--- config.mk ---
export PLATFORM = sky130hd
export DESIGN_NAME = mw_seq_adder_pipe
export DESIGN_NICKNAME = d
export VERILOG_FILES = /design/src/rtl/mw_seq_adder_pipe.sv
export SDC_FILE = /design/constraint.sdc
export NUM_CORES = 1
export LEC_CHECK = 0
export ABC_AREA = 1
export CORE_ASPECT_RATIO = 0.9
export CORE_MARGIN = 8
export CORE_UTILIZATION = 30
export DETAILED_ROUTE_END_ITERATION = 8
export SLEW_MARGIN = 30
export SYNTH_ARGS = -nofsm -noshare
export SYNTH_HDL_FRONTEND = slang
export SYNTH_SLANG_ARGS = --single-unit
export TNS_END_PERCENT = 100
--- constraint.sdc ---
create_clock -name clk -period 4.1 [get_ports clk]
set_input_delay 0.82 -clock clk [delete_from_list [all_inputs] [get_ports clk]]
set_output_delay 0.82 -clock clk [all_outputs]
set_load 0.03 [all_outputs]
--- src/rtl/mw_seq_adder_pipe.sv ---
// Multi-word sequential adder/subtractor: LS-word-first beats, carry chained across beats,
// two-stage valid/ready pipeline. Define MW_ADDER_SUB_EN to honour s_sub (else pure adder).
module mw_seq_adder_pipe #(
  parameter int unsigned WIDTH = 8
) (
  input  logic             clk,
  input  logic             rst,
  input  logic             s_valid,
  output logic             s_ready,
  input  logic [WIDTH-1:0] s_a,
  input  logic [WIDTH-1:0] s_b,
  input  logic             s_first,
  input  logic             s_last,
  input  logic             s_sub,
  output logic             m_valid,
  input  logic             m_ready,
  output logic [WIDTH-1:0] m_sum,
  output logic             m_last,
  output logic             m_carry,
  output logic             m_ovf
);

  localparam int unsigned Msb = WIDTH - 1;

  logic             s1_valid_q;
  logic [WIDTH-1:0] s1_a_q, s1_b_q;
  logic             s1_first_q, s1_last_q, s1_sub_q;

  logic             m_valid_q;
  logic [WIDTH-1:0] m_sum_q;
  logic             m_last_q, m_carry_q, m_ovf_q;

  logic             carry_q, sub_q;

  logic             adv2, accept, sub_in, sub_eff, cin, cout, ovf_d;
  logic [WIDTH-1:0] b_eff, sum_d;

`ifdef MW_ADDER_SUB_EN
  assign sub_in = s_sub;
`else
  // Subtraction compiled out; the port stays so the interface is build-independent.
  logic unused_sub;
  assign unused_sub = s_sub;
  assign sub_in     = 1'b0;
`endif

  always_comb begin
    adv2    = s1_valid_q & (~m_valid_q | m_ready);
    s_ready = ~s1_valid_q | adv2;
    accept  = s_valid & s_ready;

    // The operation is latched on the first beat; later beats follow the chain's mode.
    sub_eff = s1_first_q ? s1_sub_q : sub_q;
    b_eff   = sub_eff ? ~s1_b_q : s1_b_q;
    cin     = s1_first_q ? sub_eff : carry_q;
    {cout, sum_d} = {1'b0, s1_a_q} + {1'b0, b_eff} + {{WIDTH{1'b0}}, cin};
    ovf_d   = s1_last_q & (s1_a_q[Msb] == b_eff[Msb]) & (sum_d[Msb] != s1_a_q[Msb]);
  end

  always_ff @(posedge clk) begin
    if (rst) begin
      s1_valid_q <= 1'b0;
      s1_a_q     <= '0;
      s1_b_q     <= '0;
      s1_first_q <= 1'b0;
      s1_last_q  <= 1'b0;
      s1_sub_q   <= 1'b0;
    end else if (accept) begin
      s1_valid_q <= 1'b1;
      s1_a_q     <= s_a;
      s1_b_q     <= s_b;
      s1_first_q <= s_first;
      s1_last_q  <= s_last;
      s1_sub_q   <= sub_in;
    end else if (adv2) begin
      s1_valid_q <= 1'b0;
    end
  end

  always_ff @(posedge clk) begin
    if (rst) begin
      m_valid_q <= 1'b0;
      m_sum_q   <= '0;
      m_last_q  <= 1'b0;
      m_carry_q <= 1'b0;
      m_ovf_q   <= 1'b0;
      carry_q   <= 1'b0;
      sub_q     <= 1'b0;
    end else if (adv2) begin
      m_valid_q <= 1'b1;
      m_sum_q   <= sum_d;
      m_last_q  <= s1_last_q;
      m_carry_q <= cout;
      m_ovf_q   <= ovf_d;
      carry_q   <= s1_last_q ? 1'b0 : cout;
      if (s1_last_q) begin
        sub_q <= 1'b0;
      end else if (s1_first_q) begin
        sub_q <= sub_eff;
      end
    end else if (m_ready) begin
      m_valid_q <= 1'b0;
    end
  end

  assign m_valid = m_valid_q;
  assign m_sum   = m_sum_q;
  assign m_last  = m_last_q;
  assign m_carry = m_carry_q;
  assign m_ovf   = m_ovf_q;

endmodule
==> impl_metrics.env, run 1 <==
export IMPL_synth_top_area_share_pct=38.5
export IMPL_timing_hold_violations_final=0
export IMPL_grt_pass1_wl_um=6290
export IMPL_routed_via_count=1437
export IMPL_design_area_um2=2170
export IMPL_portBuffers=34
export IMPL_n_antenna_cell=0
export IMPL_synth_largest_area_cell="dfxtp_1"
export IMPL_drive_above_1_share_pct=14.1
export IMPL_period_needed_ns=2.93
export IMPL_hpwl_um=2740
export IMPL_fin_crit_sh_pct=71.4
export IMPL_cts_made_buffers=5
export IMPL_clockBufferDepth=2
export IMPL_regToRegSetupSlack_ns=1.87
export IMPL_cts_resized=0
export IMPL_r2r_cells=11
export IMPL_cts_tree="built"
export IMPL_grt_start_max_net_pins=25
export IMPL_drtIter0Drc=58
export IMPL_die_x_um=95.7
export IMPL_crit_top_cell="clkdlybuf4s50_1"
export IMPL_worst_slew_pin_slew_ns=0.620
export IMPL_clock_sinks=33
export IMPL_ir_worst_vdd_mv=0.135
export IMPL_crit_path_max_incr_delay_ns=0.69
export IMPL_setup_viol_count_final=0
export IMPL_nNetsFinal=287
export IMPL_row_count=26
export IMPL_ios=36
export IMPL_synth_edf_count=0
export IMPL_drt_vias_per_instance=4.41
export IMPL_path_clk_slew_ns=0.06
export IMPL_synth_ff_type="dfxtp_1"
export IMPL_ys_warn_count=0
export IMPL_cts_setup_buffers=0
export IMPL_slowest_stage="clkdlybuf4s50_1"
export IMPL_async_flop_share_pct=0
export IMPL_start_kind="input port"
export IMPL_path_depth=4
export IMPL_start_util_pct=30.6
export IMPL_antenna_found_initial=0
export IMPL_synth_fp_nets=253
export IMPL_synth_area_leaders="dfxtp_1, nor2_1, nand2_1, ha_1, o21ai_1"
export IMPL_core_um2=5600
export IMPL_drv_cap=0
export IMPL_place_area_um2=2090
export IMPL_synth_cells=221
export IMPL_fin_tns_setup_ns=0
export IMPL_crit_buf_inv=3
export IMPL_status="completed"
export IMPL_required_ns=3.28
export IMPL_syn2layout_area_growth_pct=26.5
export IMPL_arrival_ns=2.11
export IMPL_wire_per_inst_um=10.9
export IMPL_dieHeight_um=87.7
export IMPL_hold_path_class="reg2reg"
export IMPL_avgSynthCellArea_um2=7.76
export IMPL_min_delay_path_depth=2
export IMPL_ctsHoldBuffers=0
export IMPL_clock_skew_ns=0.00763
export IMPL_nFillCells=599
export IMPL_r2r_end="carry_q"
export IMPL_die_area_um2=8390
export IMPL_ant_nets=0
export IMPL_path_cells="clkdlybuf4s50_1 -> inv_2 -> nand3_2 -> clkdlybuf4s50_1"
export IMPL_multiInputGateArea_um2=901
export IMPL_seq_area_frac_synth_pct=38.5
export IMPL_grt_pass1_vias=1424
export IMPL_cts_root_buf="clkbuf_8"
export IMPL_grtUsageTotal_pct=9.43
export IMPL_cp_top_family="buffers and inverters"
export IMPL_yosysMostFrequentCell="nor2_1"
export IMPL_end_kind="output port"
export IMPL_critical_path_class="in2out"
export IMPL_yosysUniqueCellTypes=26
export IMPL_min_from="sub_q"
export IMPL_grt_remaining_overflow=0
export IMPL_p_leak_nw=0.931
export IMPL_first_pass_iters=4
export IMPL_r2r_start="s1_first_q"
export IMPL_synth_cells_most_frequent="nor2_1, dfxtp_1, nand2_1"
export IMPL_path_max_fanout=3
export IMPL_final_seq_area_um2=661
export IMPL_route_detailed_drc=0
export IMPL_gp_congestion=0.780
export IMPL_slew_headroom_pct=58.6
export IMPL_rsz0062_at_grt="false"
export IMPL_synth_seq_cells=33
export IMPL_hold_path_end="sub_q"
export IMPL_netlist_area_um2=1710
export IMPL_powerDensity_nw_per_um2=345
export IMPL_cts_htree_levels=2
export IMPL_clk_latency_ns=0.28
export IMPL_final_max_slew_violation_count=0
export IMPL_wl_um=3560
export IMPL_fmax_ghz=0.342
export IMPL_holdWs_ns=0.470
-- how the worst max path moves through the flow --
stage | slack (ns) | end | from
finish | 1.17 | s_ready | m_ready
CTS | 1.16 | s_ready | m_ready
global route | 1.13 | s_ready | m_ready
global placement | 1.17 | s_ready | m_ready
detailed placement | 1.17 | s_ready | m_ready
floorplan | 2.12 | m_sum[6] | s1_first_q
-- where the power goes --
group          total, W  switching [W]  internal [W]  leakage, nW
sequential     0.000356      0.0000145      0.000342        0.273
clock          0.000238       0.000120      0.000118       0.0450
combinational  0.000154      0.0000848     0.0000693        0.613
total          0.000748       0.000219      0.000529        0.931
-- cell families (layout without fill, tap and decap cells) --
logic type	count (synthesis)	count (layout)	synth area share [%]
flip-flops	33	33	38.5
AO/OA/AOI/OAI	41	41	13.9
adder cells (fa/ha/maj)	9	9	7.45
AND/OR/NAND/NOR	95	95	25.6
buffers and inverters	32	67	8.91
XOR/XNOR	11	11	5.62
-- layer usage --
metal	global-route usage, %	routed length (um)	vias to the layer above	share of wire, %
met2	15.1	1630	22	46
met3	3.86	211	7	5.9
met5	0	0	-	0
met1	10.7	1660	639	47
li1	-	-	769	-
met4	4.32	59	0	1.7
-- per-stage QoR --
stage	total power [W]	std cells	util [%]	setup slack, ns
finish	0.000748	326	38.8	1.17
global route	0.000795	326	38.8	1.13
detailed placement	0.000519	318	37.3	1.17
floorplan	0.000469	221	-	2.12
global placement	0.000518	318	37.3	1.17
CTS	0.000758	326	38.8	1.16
-- worst reg2reg max path: cells and delay by family (launching register included) --
family	cells	cell delay (ns)
buffers and inverters	2	0.15
AO/OA/AOI/OAI	2	0.35
AND/OR/NAND/NOR	4	0.44
XOR/XNOR	1	0.26
flip-flops	1	0.32
adder cells (fa/ha/maj)	2	0.66
-- cells in the final DEF, fill, tap and decap left out --
master | synthesis | final
inv_1 | 21 | 21
clkinv_2 | 0 | 2
a21oi_1 | 10 | 10
clkdlybuf4s50_1 | 0 | 34
o21ai_2 | 1 | 1
nand3_2 | 3 | 3
nand3_1 | 9 | 9
a21oi_2 | 5 | 5
inv_2 | 3 | 3
inv_4 | 1 | 1
dfxtp_1 | 33 | 33
nor2_2 | 10 | 10
o211ai_2 | 1 | 1
fa_1 | 2 | 2
nand2_4 | 2 | 2
nor2_1 | 35 | 35
or2_4 | 1 | 1
xor2_1 | 4 | 4
o21ai_0 | 6 | 6
nand2_1 | 32 | 32
o21ai_1 | 17 | 17
ha_1 | 7 | 7
clkbuf_8 | 0 | 5
o21bai_1 | 1 | 1
clkbuf_1 | 3 | 1
nand2_2 | 2 | 2
xnor2_1 | 7 | 7
nand4_1 | 1 | 1
-- cell type report --
type / instances / share of cell area, %
Clock inverter: 2 / 0.462
Clock buffer: 6 / 3.35
Tap cell: 70 / 4.04
Multi-Input combinational cell: 156 / 41.5
Sequential cell: 33 / 30.5
Inverter: 25 / 4.44
Timing Repair Buffer: 34 / 15.7
No activity file was read; power rests on OpenSTA's default activity.
==> run 2: changes to the inputs <==
- clock period: 4.1 -> 2.5 ns (I/O delays scaled with it)
==> impl_metrics.env, run 2 (same netlist as run 1, synthesis figures left out) <==
export IMPL_status="completed"
export IMPL_ir_worst_vdd_mv=0.279
export IMPL_gp_congestion=0.796
export IMPL_cts_htree_levels=2
export IMPL_clk_latency_ns=0.28
export IMPL_ios=36
export IMPL_fmax_ghz=0.437
export IMPL_routed_via_count=1407
export IMPL_clock_sinks=33
export IMPL_critical_path_class="in2out"
export IMPL_start_util_pct=30.6
export IMPL_grtUsageTotal_pct=9.11
export IMPL_syn2layout_area_growth_pct=28.0
export IMPL_regToRegSetupSlack_ns=0.29
export IMPL_clockBufferDepth=2
export IMPL_core_um2=5600
export IMPL_required_ns=2.00
export IMPL_period_needed_ns=2.29
export IMPL_clock_skew_ns=0.00528
export IMPL_endpoint="s_ready"
export IMPL_path_clk_slew_ns=0.06
export IMPL_drive_above_1_share_pct=14.8
export IMPL_route_detailed_drc=0
export IMPL_grt_pass1_vias=1401
export IMPL_start_kind="input port"
export IMPL_first_pass_iters=4
export IMPL_grt_pass1_wl_um=6110
export IMPL_end_kind="output port"
export IMPL_cts_resized=0
export IMPL_arrival_ns=1.79
export IMPL_layout_common_cells="nor2_1, clkdlybuf4s50_1, dfxtp_1"
export IMPL_antenna_found_initial=0
export IMPL_drv_cap=0
export IMPL_cts_tree="built"
export IMPL_nNetsFinal=288
export IMPL_path_max_fanout=3
export IMPL_row_count=26
export IMPL_grt_remaining_overflow=0
export IMPL_layout_cells_most_common="nor2_1"
export IMPL_hpwl_um=2750
export IMPL_wire_per_inst_um=10.7
export IMPL_die_area_um2=8390
export IMPL_fin_util_pct=39.2
export IMPL_worst_slew_pin_slew_ns=0.594
export IMPL_drt_vias_per_instance=4.30
export IMPL_ctsHoldBuffers=0
export IMPL_p_leak_nw=0.945
export IMPL_timing_hold_violations_final=0
export IMPL_grt_start_max_net_pins=25
export IMPL_r2r_cells=11
export IMPL_die_x_um=95.7
export IMPL_final_max_slew_violation_count=0
export IMPL_portBuffers=34
export IMPL_rsz0062_at_grt="false"
export IMPL_powerDensity_nw_per_um2=581
export IMPL_ant_nets=0
export IMPL_dieHeight_um=87.7
export IMPL_slew_headroom_pct=60.3
export IMPL_n_antenna_cell=0
export IMPL_r2r_start="s1_first_q"
export IMPL_cts_setup_buffers=0
export IMPL_fin_crit_sh_pct=91.4
export IMPL_hold_path_class="reg2reg"
export IMPL_worstSetupStartpoint="m_ready"
export IMPL_setup_viol_count_final=0
export IMPL_fin_tns_setup_ns=0
export IMPL_cts_root_buf="clkbuf_8"
export IMPL_cts_made_buffers=5
export IMPL_r2r_end="carry_q"
export IMPL_wl_um=3520
export IMPL_drtIter0Drc=46
-- run 2: changes by cell type in the layout (fill, tap and decap cells not counted) --
| cell | change |
|---|---|
| clkbuf_8 | +2 |
| buf_4 | +1 |
| clkbuf_1 | -1 |
| clkinv_2 | -1 |
-- run 2: report_power, final --
group	leakage (nW)	switching [W]	internal, W
clock	0.0542	0.000189	0.000249
combinational	0.618	0.000139	0.000115
sequential	0.273	0.0000240	0.000561
-- run 2: through the flow --
stage               total power (W)  hold slack [ns]  std cells  setup slack, ns  instance area, um2
finish                      0.00128            0.473        327            0.214                2190
global placement           0.000850            0.458        319            0.208                2090
detailed placement         0.000854            0.463        319            0.210                2090
global route                0.00135            0.491        327            0.106                2190
CTS                         0.00130            0.476        327            0.209                2190
floorplan                  0.000770            0.444        221            0.521                1710
-- run 2: worst min path at each step --
stage | start | to | slack (ns) | cells past startpoint
final | sub_q | sub_q | 0.47 | 2
after global placement | sub_q | sub_q | 0.46 | 2
after global routing | sub_q | sub_q | 0.49 | 2
after CTS | sub_q | sub_q | 0.48 | 2
after detailed placement | sub_q | sub_q | 0.46 | 2
after floorplan | sub_q | sub_q | 0.44 | 2
-- run 2: routing by layer --
layer	vias up	part of all wire [%]	GRT usage (%)
met5	-	0	0
li1	770	-	-
met4	0	1.3	2.93
met3	6	4.9	3.34
met2	22	47	15.0
met1	609	47	10.7
-- run 2: area by class of cell --
| type | instances | area [um2] |
|---|---|---|
| Fill cell | 600 | 3400 |
| Multi-Input combinational cell | 156 | 901 |
| Sequential cell | 33 | 661 |
| Timing Repair Buffer | 35 | 348 |
| Clock buffer | 7 | 96.3 |
| Inverter | 25 | 96.3 |
| Tap cell | 70 | 87.6 |
| Clock inverter | 1 | 5.00 |
-- run 2: worst max-delay path, stage by stage --
cell and delay [ns]:
clkdlybuf4s50_1 0.47, inv_2 0.05, nand3_2 0.09, clkdlybuf4s50_1 0.68
==> run 3: changes to the inputs <==
- DONT_BUFFER_PORTS: unset -> 1
==> impl_metrics.env, run 3 (same netlist as run 1, synthesis figures left out) <==
export IMPL_status="completed"
export IMPL_layout_common_cells="nor2_1, dfxtp_1, nand2_1"
export IMPL_drt_vias_per_instance=4.48
export IMPL_drv_cap=0
export IMPL_clockBufferDepth=2
export IMPL_cp_top_family="adder cells"
export IMPL_die_area_um2=8390
export IMPL_cts_setup_buffers=0
export IMPL_drtIter0Drc=68
export IMPL_syn2layout_area_growth_pct=6.64
export IMPL_gr_usage_met1_pct=10.9
export IMPL_nFillCells=603
export IMPL_first_pass_iters=4
export IMPL_die_x_um=95.7
export IMPL_cts_made_buffers=5
export IMPL_fin_util_pct=32.7
export IMPL_route_detailed_drc=0
export IMPL_clock_sinks=33
export IMPL_worst_slew_pin_slew_ns=0.613
export IMPL_holdWs_ns=0.274
export IMPL_required_ns=2.69
export IMPL_grt_remaining_overflow=0
export IMPL_wire_per_inst_um=11.9
export IMPL_gp_congestion=0.810
export IMPL_hpwl_um=2680
export IMPL_cts_htree_levels=2
export IMPL_wl_um=3480
export IMPL_grtUsageTotal_pct=9.16
export IMPL_period_needed_ns=2.18
export IMPL_busiest_layer="met2"
export IMPL_drive_above_1_share_pct=16.2
export IMPL_r2r_cells=12
export IMPL_n_antenna_cell=0
export IMPL_crit_top_cell="inv_1"
export IMPL_slowest_stage="fa_1"
export IMPL_powerDensity_nw_per_um2=636
export IMPL_path_clk_slew_ns=0.07
export IMPL_instances_no_fill=292
export IMPL_ios=36
export IMPL_end_kind="flip-flop"
export IMPL_dpl_cell_count=284
export IMPL_ctsHoldBuffers=0
export IMPL_antenna_found_initial=0
export IMPL_p_leak_nw=0.802
export IMPL_gr_usage_met3_pct=3.94
export IMPL_worstSetupStartpoint="s1_first_q"
export IMPL_place_area_um2=1750
export IMPL_routed_via_count=1308
export IMPL_design_area_um2=1830
export IMPL_cts_root_buf="clkbuf_8"
export IMPL_layout_cells_most_common="nor2_1"
export IMPL_start_util_pct=30.6
export IMPL_fin_crit_sh_pct=87.2
export IMPL_setup_viol_count_final=0
export IMPL_dieHeight_um=87.7
export IMPL_r2r_end="m_sum[6]"
export IMPL_critical_path_class="reg2reg"
export IMPL_nNetsFinal=253
export IMPL_crit_path_max_incr_delay_ns=0.42
export IMPL_crit_buf_inv=3
export IMPL_ir_worst_vdd_mv=0.276
export IMPL_clock_skew_ns=0.0128
export IMPL_path_max_fanout=8
export IMPL_final_max_slew_violation_count=0
export IMPL_fmax_ghz=0.459
export IMPL_arrival_ns=2.37
export IMPL_hold_path_class="in2reg"
export IMPL_met2_usage_pct=13.9
export IMPL_cts_resized=0
export IMPL_grt_pass1_wl_um=5950
export IMPL_rsz0062_at_grt="false"
export IMPL_ant_nets=0
export IMPL_cts_tree="built"
export IMPL_grt_start_max_net_pins=25
export IMPL_regToRegSetupSlack_ns=0.32
export IMPL_r2r_start="s1_first_q"
export IMPL_core_um2=5600
export IMPL_grt_pass1_vias=1274
export IMPL_row_count=26
export IMPL_portBuffers=0
export IMPL_start_kind="flip-flop"
export IMPL_slew_headroom_pct=59.1
export IMPL_fin_tns_setup_ns=0
export IMPL_path_cells="inv_1 -> nand2_2 -> xnor2_1 -> fa_1 -> inv_1 -> fa_1 -> o21ai_2 -> nand2_1 -> nand3_1 -> nand3_1 -> nand2_1 -> inv_1"
export IMPL_endpoint="m_sum[6]"
export IMPL_clk_latency_ns=0.29
export IMPL_path_depth=12
export IMPL_timing_hold_violations_final=0
[run 3: cell types whose count changed in the layout (fill, tap and decap cells not counted), sizes merged]
cell / delta
clkdlybuf4s50: -34
buf: -1
clkbuf: -1
clkinv: +1
[run 3: stage by stage]
step,total power [W],setup WS (ns)
4_1_cts,0.00118,0.302
3_3_place_gp,0.000792,0.351
3_5_place_dp,0.000794,0.313
6_report,0.00116,0.320
2_1_floorplan,0.000770,0.521
5_1_grt,0.00124,0.0949
[run 3: power breakdown]
part	switching (W)	total, W	internal [W]
registers	0.0000506	0.000611	0.000561
clock network	0.000190	0.000383	0.000193
logic	0.000102	0.000168	0.0000660
[run 3: final cells by class]
class	count	area [um2]	share of cell area, %
multi-input cells	156	901	49.3
well taps	70	87.6	4.79
inverters	25	96.3	5.27
clock buffers	6	72.6	3.97
clock inverters	2	10.0	0.548
flip-flops and latches	33	661	36.1
[run 3: worst min path at each step]
| stage | from | endpoint | cells past startpoint | slack [ns] |
|---|---|---|---|---|
| finish | rst | m_ovf | 1 | 0.27 |
| global route | rst | m_carry | 1 | 0.25 |
| CTS | rst | m_ovf | 1 | 0.26 |
| detailed placement | sub_q | sub_q | 2 | 0.46 |
| global placement | sub_q | sub_q | 2 | 0.46 |
| floorplan | sub_q | sub_q | 2 | 0.44 |
[run 3: layer usage]
metal,wire length [um],part of all wire [%],vias to the layer above
met5,0,0,-
li1,-,-,704
met2,1600,46,29
met4,55,1.6,0
met1,1610,46,568
met3,217,6.2,7
